**config.mk**
```make
export PLATFORM = sky130hd
export DESIGN_NAME = snake_dir_ctrl
export DESIGN_NICKNAME = d
export VERILOG_FILES = /design/src/rtl/snake_pkg.sv /design/src/rtl/btn_debounce.sv /design/src/rtl/snake_dir_ctrl.sv
export SDC_FILE = /design/constraint.sdc
export NUM_CORES = 1
export LEC_CHECK = 0
export ABC_AREA = 1
export CAP_MARGIN = 20
export CORE_ASPECT_RATIO = 1.2
export CORE_MARGIN = 8
export CORE_UTILIZATION = 45
export DETAILED_ROUTE_END_ITERATION = 8
export PLACE_DENSITY = 0.65
export SETUP_SLACK_MARGIN = 0.3
export SYNTH_ARGS = -nofsm -noshare
export SYNTH_HDL_FRONTEND = slang
export SYNTH_SLANG_ARGS = --single-unit
```
**constraint.sdc**
```tcl
create_clock -name VGA_clk -period 1.65 [get_ports VGA_clk]
set_clock_uncertainty 0.15 [all_clocks]
set_input_delay 0.33 -clock VGA_clk [delete_from_list [all_inputs] [get_ports VGA_clk]]
set_output_delay 0.33 -clock VGA_clk [all_outputs]
set_load 0.01 [all_outputs]
```
**src/rtl/snake_pkg.sv**
```systemverilog
// snake_pkg -- shared definitions for the snake direction front-end.
//   Direction codes are one-cold on the core's dir_n bus {E,S,W,N};
//   4'b1111 means stopped. Button indices follow the btn_n pin order.
//   Helpers map a button index to its heading and a heading to its opposite.
package snake_pkg;

  localparam int NUM_BTN = 4;

  localparam int BTN_NORTH = 0;
  localparam int BTN_WEST  = 1;
  localparam int BTN_SOUTH = 2;
  localparam int BTN_EAST  = 3;

  typedef logic [NUM_BTN-1:0] dir_t;

  localparam dir_t DIR_STOP = 4'b1111;
  localparam dir_t DIR_N    = 4'b1110;
  localparam dir_t DIR_W    = 4'b1101;
  localparam dir_t DIR_S    = 4'b1011;
  localparam dir_t DIR_E    = 4'b0111;

  // Heading request produced by the arbiter.
  typedef struct packed {
    logic vld;
    dir_t code;
  } dir_req_t;

  typedef enum logic {
    ST_STOPPED = 1'b0,
    ST_MOVING  = 1'b1
  } dir_state_t;

  function automatic dir_t dir_opposite(input dir_t code);
    case (code)
      DIR_N:   return DIR_S;
      DIR_S:   return DIR_N;
      DIR_W:   return DIR_E;
      DIR_E:   return DIR_W;
      default: return DIR_STOP;
    endcase
  endfunction

  function automatic dir_t dir_from_index(input logic [1:0] idx);
    case (idx)
      2'd0:    return DIR_N;
      2'd1:    return DIR_W;
      2'd2:    return DIR_S;
      default: return DIR_E;
    endcase
  endfunction

endpackage

```
**src/rtl/btn_debounce.sv**
```systemverilog
// btn_debounce -- one push-button path: 2-flop synchronizer, counter
// debouncer and a single-cycle press pulse.
//   VGA_clk  in  clock
//   reset    in  synchronous, active-high
//   btn_n    in  raw button, active-low, asynchronous
//   level    out debounced level, 1 = pressed
//   press    out 1-cycle pulse when level goes released -> pressed
// Pin edge to press pulse: 2 + DEBOUNCE_CYCLES + 1 cycles.
module btn_debounce #(
  parameter int DEBOUNCE_CYCLES = 250000,
  parameter int CNT_W           = 18
) (
  input  logic VGA_clk,
  input  logic reset,
  input  logic btn_n,
  output logic level,
  output logic press
);

  localparam logic [CNT_W-1:0] CNT_MAX = CNT_W'(DEBOUNCE_CYCLES);

  // sync_pipe[1] is the metastability-safe copy of the pin.
  logic [1:0]       sync_pipe;
  logic [CNT_W-1:0] cnt;
  logic             sync_pressed;

  assign sync_pressed = ~sync_pipe[1];

  always_ff @(posedge VGA_clk) begin
    if (reset) begin
      sync_pipe <= 2'b11;
      cnt       <= '0;
      level     <= 1'b0;
      press     <= 1'b0;
    end else begin
      sync_pipe <= {sync_pipe[0], btn_n};
      press     <= 1'b0;
      if (cnt == CNT_MAX) begin
        // Enough consecutive disagreeing samples: accept the new level.
        level <= ~level;
        cnt   <= '0;
        press <= ~level;
      end else if (sync_pressed != level) begin
        cnt <= cnt + 1'b1;
      end else begin
        // Any agreeing sample restarts the stability window.
        cnt <= '0;
      end
    end
  end

endmodule

```
**src/rtl/snake_dir_ctrl.sv**
```systemverilog
// snake_dir_ctrl -- direction front-end for the Snake core.
//   VGA_clk  in  system clock
//   reset    in  synchronous, active-high
//   btn_n    in  [3:0] raw buttons, active-low {E,S,W,N}
//   update   in  single-cycle move tick from the core
//   dir_n    out [3:0] committed heading, one-cold; 4'b1111 = stopped
//   moving   out high when dir_n != 4'b1111
// Each button is debounced into a press pulse; the lowest-index pulse wins,
// is filtered against the reference heading and parked in a pending
// register, which commits to dir_n only on update (one turn per step).
// Build option: define DIR_REVERSE_BLOCK_EN to drop requests for the
// direct opposite of the reference heading.
module snake_dir_ctrl
  import snake_pkg::*;
#(
  parameter int DEBOUNCE_CYCLES = 250000,
  parameter int CNT_W           = 18
) (
  input  logic       VGA_clk,
  input  logic       reset,
  input  logic [3:0] btn_n,
  input  logic       update,
  output logic [3:0] dir_n,
  output logic       moving
);

`ifdef DIR_REVERSE_BLOCK_EN
  localparam bit REV_BLOCK = 1'b1;
`else
  localparam bit REV_BLOCK = 1'b0;
`endif

  logic [NUM_BTN-1:0] level;
  logic [NUM_BTN-1:0] press;
  logic [NUM_BTN-1:0] press_q;

  genvar g;
  generate
    for (g = 0; g < NUM_BTN; g++) begin : g_btn
      btn_debounce #(
        .DEBOUNCE_CYCLES(DEBOUNCE_CYCLES),
        .CNT_W          (CNT_W)
      ) u_db (
        .VGA_clk(VGA_clk),
        .reset  (reset),
        .btn_n  (btn_n[g]),
        .level  (level[g]),
        .press  (press[g])
      );
    end
  endgenerate

  // press only rises together with level; qualifying keeps a stray pulse
  // on a released button from ever reaching the arbiter.
  assign press_q = press & level;

  dir_req_t   req;
  dir_state_t state;
  dir_t       pend;
  logic       pend_vld;
  logic       commit;
  dir_t       ref_dir;
  logic       rev_hit;
  logic       accept;

  // Fixed priority: iterate high to low so the lowest index is written last.
  always_comb begin
    req = '0;
    for (int i = NUM_BTN - 1; i >= 0; i--) begin
      if (press_q[i]) begin
        req.vld  = 1'b1;
        req.code = dir_from_index(2'(i));
      end
    end
  end

  assign commit  = update & pend_vld;
  // On a commit cycle the pending heading is what dir_n is about to become,
  // so new requests are judged against it.
  assign ref_dir = commit ? pend : dir_n;
  assign rev_hit = REV_BLOCK && (req.code == dir_opposite(ref_dir));
  assign accept  = req.vld &&
                   ((ref_dir == DIR_STOP) || ((req.code != ref_dir) && !rev_hit));

  always_ff @(posedge VGA_clk) begin
    if (reset) begin
      state    <= ST_STOPPED;
      dir_n    <= DIR_STOP;
      moving   <= 1'b0;
      pend     <= DIR_STOP;
      pend_vld <= 1'b0;
    end else begin
      if (accept) pend <= req.code;
      // Last accepted press wins; a commit consumes pending unless a new
      // request lands in the same cycle.
      pend_vld <= accept | (pend_vld & ~update);
      case (state)
        ST_STOPPED: begin
          if (commit) begin
            state  <= ST_MOVING;
            dir_n  <= pend;
            moving <= (pend != DIR_STOP);
          end
        end
        ST_MOVING: begin
          if (commit) begin
            dir_n  <= pend;
            moving <= (pend != DIR_STOP);
          end
        end
        default: begin
          state <= ST_STOPPED;
        end
      endcase
    end
  end

endmodule

```
# ---- Word-level counts from Yosys, hierarchy flattened
# Cells that the tools add are included.
dict set report op_classes {
  n_addsub 4
  n_eq_ne 11
  mux 6
  bitwise 21
  reduce_logical 10
}
# op n
set op_table {}
lappend op_table {{18-bit by 1-bit adder with 18-bit output, second input constant} 4}
lappend op_table {{18-bit == test, second input constant} 4}
lappend op_table {{5-bit 2-to-1 mux} 4}
lappend op_table {{1-bit inverter} 17}
lappend op_table {{3-bit OR reduction} 4}
lappend op_table {{2-bit OR reduction} 4}
lappend op_table {{4-bit AND} 1}
lappend op_table {{4-bit == test, second input constant} 1}
lappend op_table {{4-bit 2-to-1 mux} 1}
lappend op_table {{1-bit != test} 4}
lappend op_table {{4-bit != test} 1}
lappend op_table {{4-bit != test, second input constant} 1}
lappend op_table {{1-bit AND} 2}
lappend op_table {{1-bit logical AND} 1}
lappend op_table {{1-bit logical OR} 1}
lappend op_table {{1-bit 2-to-1 mux} 1}
lappend op_table {{1-bit OR} 1}
dict set report word_totals {
  regBits 98
  in_bits 7
}

# ---- Longest topological paths before layout
dict set report depth {
  word_depth 9
  depth_mapped 11
  mapped_depth_nobuf 11
}

# ---- Modules after synthesis
# A second synthesis with hierarchy kept.
dict set report hier_totals {
  hier_cells 716
  hier_area_um2 4911.0
}
# mod instances cells_each area_each_um2 seq_area_each_um2
set modules_own_cells {}
lappend modules_own_cells {btn_debounce 4 158 1092.3 440.4}
lappend modules_own_cells {snake_dir_ctrl 1 84 541.8 200.2}

# ---- Worst setup path after synthesis
# No wires, ideal clock.
dict set report synth_timing {
  kind {reg-to-reg}
  from {register g_btn[0].u_db.cnt[0]}
  to {register g_btn[0].u_db.cnt[16]}
  setup_time_ps 116
  t_arrival_ps 1297
  path_slack_ps 87
  stages_incl_launch_ff 9
  path_buffers 0
  period_less_slack_ps 1563
  path_cell_list {dfxtp_1 -> ha_1 -> nand2_1 -> nor3_4 -> nand2_2 -> nor2_1 -> nand3_1 -> nand2_1 -> a21oi_1}
}
dict set report synth_via {
  elab_chain_cells 2
}
# element line_no
set synth_lines {}
lappend synth_lines {{start, declared} btn_debounce.sv:24} ;# logic [CNT_W-1:0] cnt;
lappend synth_lines {{start signal, assigned} btn_debounce.sv:44} ;# cnt <= cnt + 1'b1;
lappend synth_lines {{branches (longest 2 deep; another with 18-bit by 1-bit adder with 18-bit output)} n/a}
# Parallel ways; which one is timed is not known.
# A chain may end at the register's enable or synchronous reset.

# ---- Worst setup path after layout
dict set report layout_timing {
  from {register g_btn[0].u_db.cnt[1]}
  to {register g_btn[0].u_db.cnt[16]}
}
# The elaborated chain is that of the path after synthesis.

==> results.yml <==
yosys:
  synth_cells: 643
  synth_top_area_frac: 0.410
  synth_nets: 658
  synth_ff_type: "dfxtp_1"
  muxShareOfSynthArea: 0
  ys_seq_area_frac: 0.410
  synth_area_leader_cell: "dfxtp_1"
  syn_area_mm2: 0.00479
  avgSynthCellArea_um2: 7.45
  synth-xor-area-share: 0.0402
  synth_most_common_cell: "nand2_1"
  ys_ff_latch: 98
  netlist_top_cells_count: "124 x nand2_1, 98 x dfxtp_1, 84 x nor2_1, 80 x inv_1, 43 x nand3_1"
  synth_edf_count: 0
  synth_top_family_by_area: "simple AND/OR/NAND/NOR gates"
  yosys-top-cells-area: "dfxtp_1 41%, nand2_1 9.7%, nor2_1 6.6%"
  synthAdderAreaFrac: 0.0209
  synth_compound_area_frac: 0.0494
  synth_warnings: 0
  synthSimpleGateAreaFrac: 0.405
  synthDistinctLibCells: 36
  ys_async_sr_fraction: 0
clock_network:
  postCtsHoldBufs: 0
  cts_tree: "done"
  clk_latency_ns: 0.35
  numCtsBuffers: 9
  cts-root-buf: "clkbuf_16"
  cts_max_level: 3
  cts.path.max_buffers: 2
  clk_pin_slew_ns: 0.07
  clock_sinks: 98
worst_hold_path:
  min_path_type: "flip-flop to flip-flop"
  min_delay_worst_endpoint: "g_btn[1].u_db.sync_pipe[1]"
  hp-start: "g_btn[1].u_db.sync_pipe[0]"
  hold_depth: 1
timing:
  finalHoldViolations: 0
  fin_ws_ns: -0.0390
  max_slew_margin: 0.726
  setup_viol: 18
  slew_violations: 0
  whs_ns: 0.262
  worstMarginPinSlew_ns: 0.411
  finalSetupTns_ns: -0.311
  fmax_mhz: 592
  rsz0062_at_grt: "yes"
  period_share: 1.02
  period_minus_slack_ns: 1.69
final_layout:
  fill_cells: 713
  multi_input_area_mm2: 0.00362
  layout.nets: 772
  drive_above_1_share: 0.516
  diodes: 0
  syn_to_final_growth_pct: 54.9
  regArea_mm2: 0.00205
placed_design:
  dp_hpwl_um: 7040
  post-place-ws_ns: -0.374
  port_buffers: 11
  place.gp.congestion: 0.870
detailed_routing:
  post-route-drc-count: 0
  postRouteAntennaNets: 0
  wl_um: 13300
  dr.first_iter.drc_count: 181
  viasPerCell: 5.39
  wl_per_cell_um: 15.0
  vias: 4799
  dr.pass1.iters: 4
global_route:
  grtUsageMet3: 0.0390
  antenna_found_initial: 0
  met2_usage: 0.314
  use_met1: 0.207
  grtUsageTotal: 0.181
  grt_overflow: 0
  grt.busiest_layer: "met2"
  grt_max_degree: 15
  grt_pass1_wl_um: 20800
  grt_pass1_vias: 4652
setup_path:
  timing.rr.start: "g_btn[0].u_db.cnt[1]"
  cp-start-kind: "flip-flop"
  crit_chain: "ha_4 -> nand2_4 -> nor3_4 -> nand2_2 -> nor2_4 -> nand4_1 -> a21oi_2"
  setup.worst_path.class: "flip-flop to flip-flop"
  cp_slowest_stage_delay_ns: 0.38
  rrSetupSlack_ns: -0.04
  r2r-end: "g_btn[0].u_db.cnt[16]"
  worstPathMaxFanout: 4
  critical_path_arrival_ns: 1.82
  cp_slowest_cell: "dfxtp_4"
  cpLargestDelayFamily: "simple AND/OR/NAND/NOR gates"
  crit_required_ns: 1.78
  ff2ff_path_depth: 7
  path_buf_inv: 0
  critPathCaptureType: "flip-flop"
floorplanning:
  die_area_mm2: 0.0142
  pin_count: 12
  rows: 41
  start_util: 0.458
  fp.dieW_um: 110
  die_h_um: 129
  coreArea_mm2: 0.0105
run_status:
  violations: "negative setup slack"
  outcome: "finished, violations left"
power_and_ir_drop:
  internal_power_mw: 3.69
  peakVddDrop_mv: 0.611
  p_leak_nw: 2.91
  clockPowerShare: 0.458
  pwr-share-seq: 0.507
  power_density_mw_per_mm2: 629
  pwr-share-comb: 0.035
  switchingPower_mw: 0.972
  swShare: 0.209
flow_run:
  maxCapViolCount: 0
through the flow:
stage               std cells  area, µm²  utilization  power, mW
global placement          795       5390        0.515       2.52
global route              891       7420        0.709       4.83
floorplan                 643       5020            -       2.48
finish                    891       7420        0.709       4.66
CTS                       874       6780        0.648       4.68
detailed placement        795       5390        0.515       2.52
worst max-delay path by stage:
| stage | startpoint | endpoint | slack, ns | depth (start not counted) |
|---|---|---|---|---|
| 2_1_floorplan | g_btn[1].u_db.cnt[0] | g_btn[1].u_db.cnt[15] | 0.17 | 8 |
| 3_3_place_gp | update | pend[0] | -0.32 | 10 |
| 3_5_place_dp | update | pend[0] | -0.37 | 11 |
| 4_1_cts | g_btn[0].u_db.cnt[3] | g_btn[0].u_db.cnt[12] | 0.09 | 5 |
| 5_1_grt | g_btn[0].u_db.cnt[1] | g_btn[0].u_db.cnt[16] | -0.15 | 7 |
| 6_report | g_btn[0].u_db.cnt[1] | g_btn[0].u_db.cnt[16] | -0.04 | 7 |
flip-flops by register name (all words and copies together), names as in the netlist:
signal and cells:
g_btn.u_db.cnt 72, g_btn.u_db.sync_pipe 8, pend 4, g_btn.u_db.press 4, g_btn.u_db.level 4, dir_n 4, pend_vld 1, moving 1
power by group through the flow:
stage	Combinational, mW	Clock [mW]	Sequential [mW]
global route	0.174	2.29	2.36
CTS	0.141	2.16	2.37
detailed placement	0.0837	0	2.44
global placement	0.0820	0	2.44
finish	0.162	2.14	2.36
floorplan	0.0495	0	2.43
cells by family (layout without fill, tap and decap cells):
family | after synthesis | in the layout
flops | 98 | 98
xor+xnor | 22 | 22
compound gates | 45 | 45
buf+inv | 90 | 202
simple gates | 380 | 387
fa+ha+maj | 8 | 8
repair_timing:
action                                  4_1_cts  5_1_grt
gates cloned                                  9        0
gates resized for setup                     171      137
endpoints found under the setup margin       88       88
pin swaps                                    68       60
buffers inserted                             54       17
layout by cell type, fill, tap and decap left out, drive strengths merged, types with 14 or more instances in the layout:
master / Yosys / final
clkbuf: 2 / 15
nor3: 43 / 43
inv: 84 / 84
a21oi: 31 / 31
nand3: 46 / 46
or2: 18 / 18
nor2: 90 / 90
nand4: 20 / 20
xor2: 19 / 19
nand2: 140 / 147
dfxtp: 98 / 98
nor3b: 14 / 14
buf: 4 / 95
layout make-up:
type | count | area share
Multi-Input combinational cell | 462 | 0.488
Sequential cell | 98 | 0.276
Clock inverter | 2 | 0.00472
Tap cell | 129 | 0.0218
Timing Repair Buffer | 102 | 0.128
Clock buffer | 14 | 0.0356
Inverter | 84 | 0.0456
worst reg2reg max path: cells and delay by family (launching register included):
| kind | cells | cell delay (ns) |
|---|---|---|
| adders and majority gates | 1 | 0.15 |
| and+or+nand+nor | 5 | 0.77 |
| AOI/OAI and AO/OA | 1 | 0.17 |
| DFF | 1 | 0.38 |
metal layers:
layer | share of wire | routed length, µm | vias to the layer above
li1 | - | - | 2328
met1 | 0.41 | 5410 | 2301
met2 | 0.52 | 6920 | 131
met3 | 0.044 | 591 | 39
met4 | 0.032 | 422 | 0
met5 | 0 | 0 | -
Power figures use the tool's default switching activity.
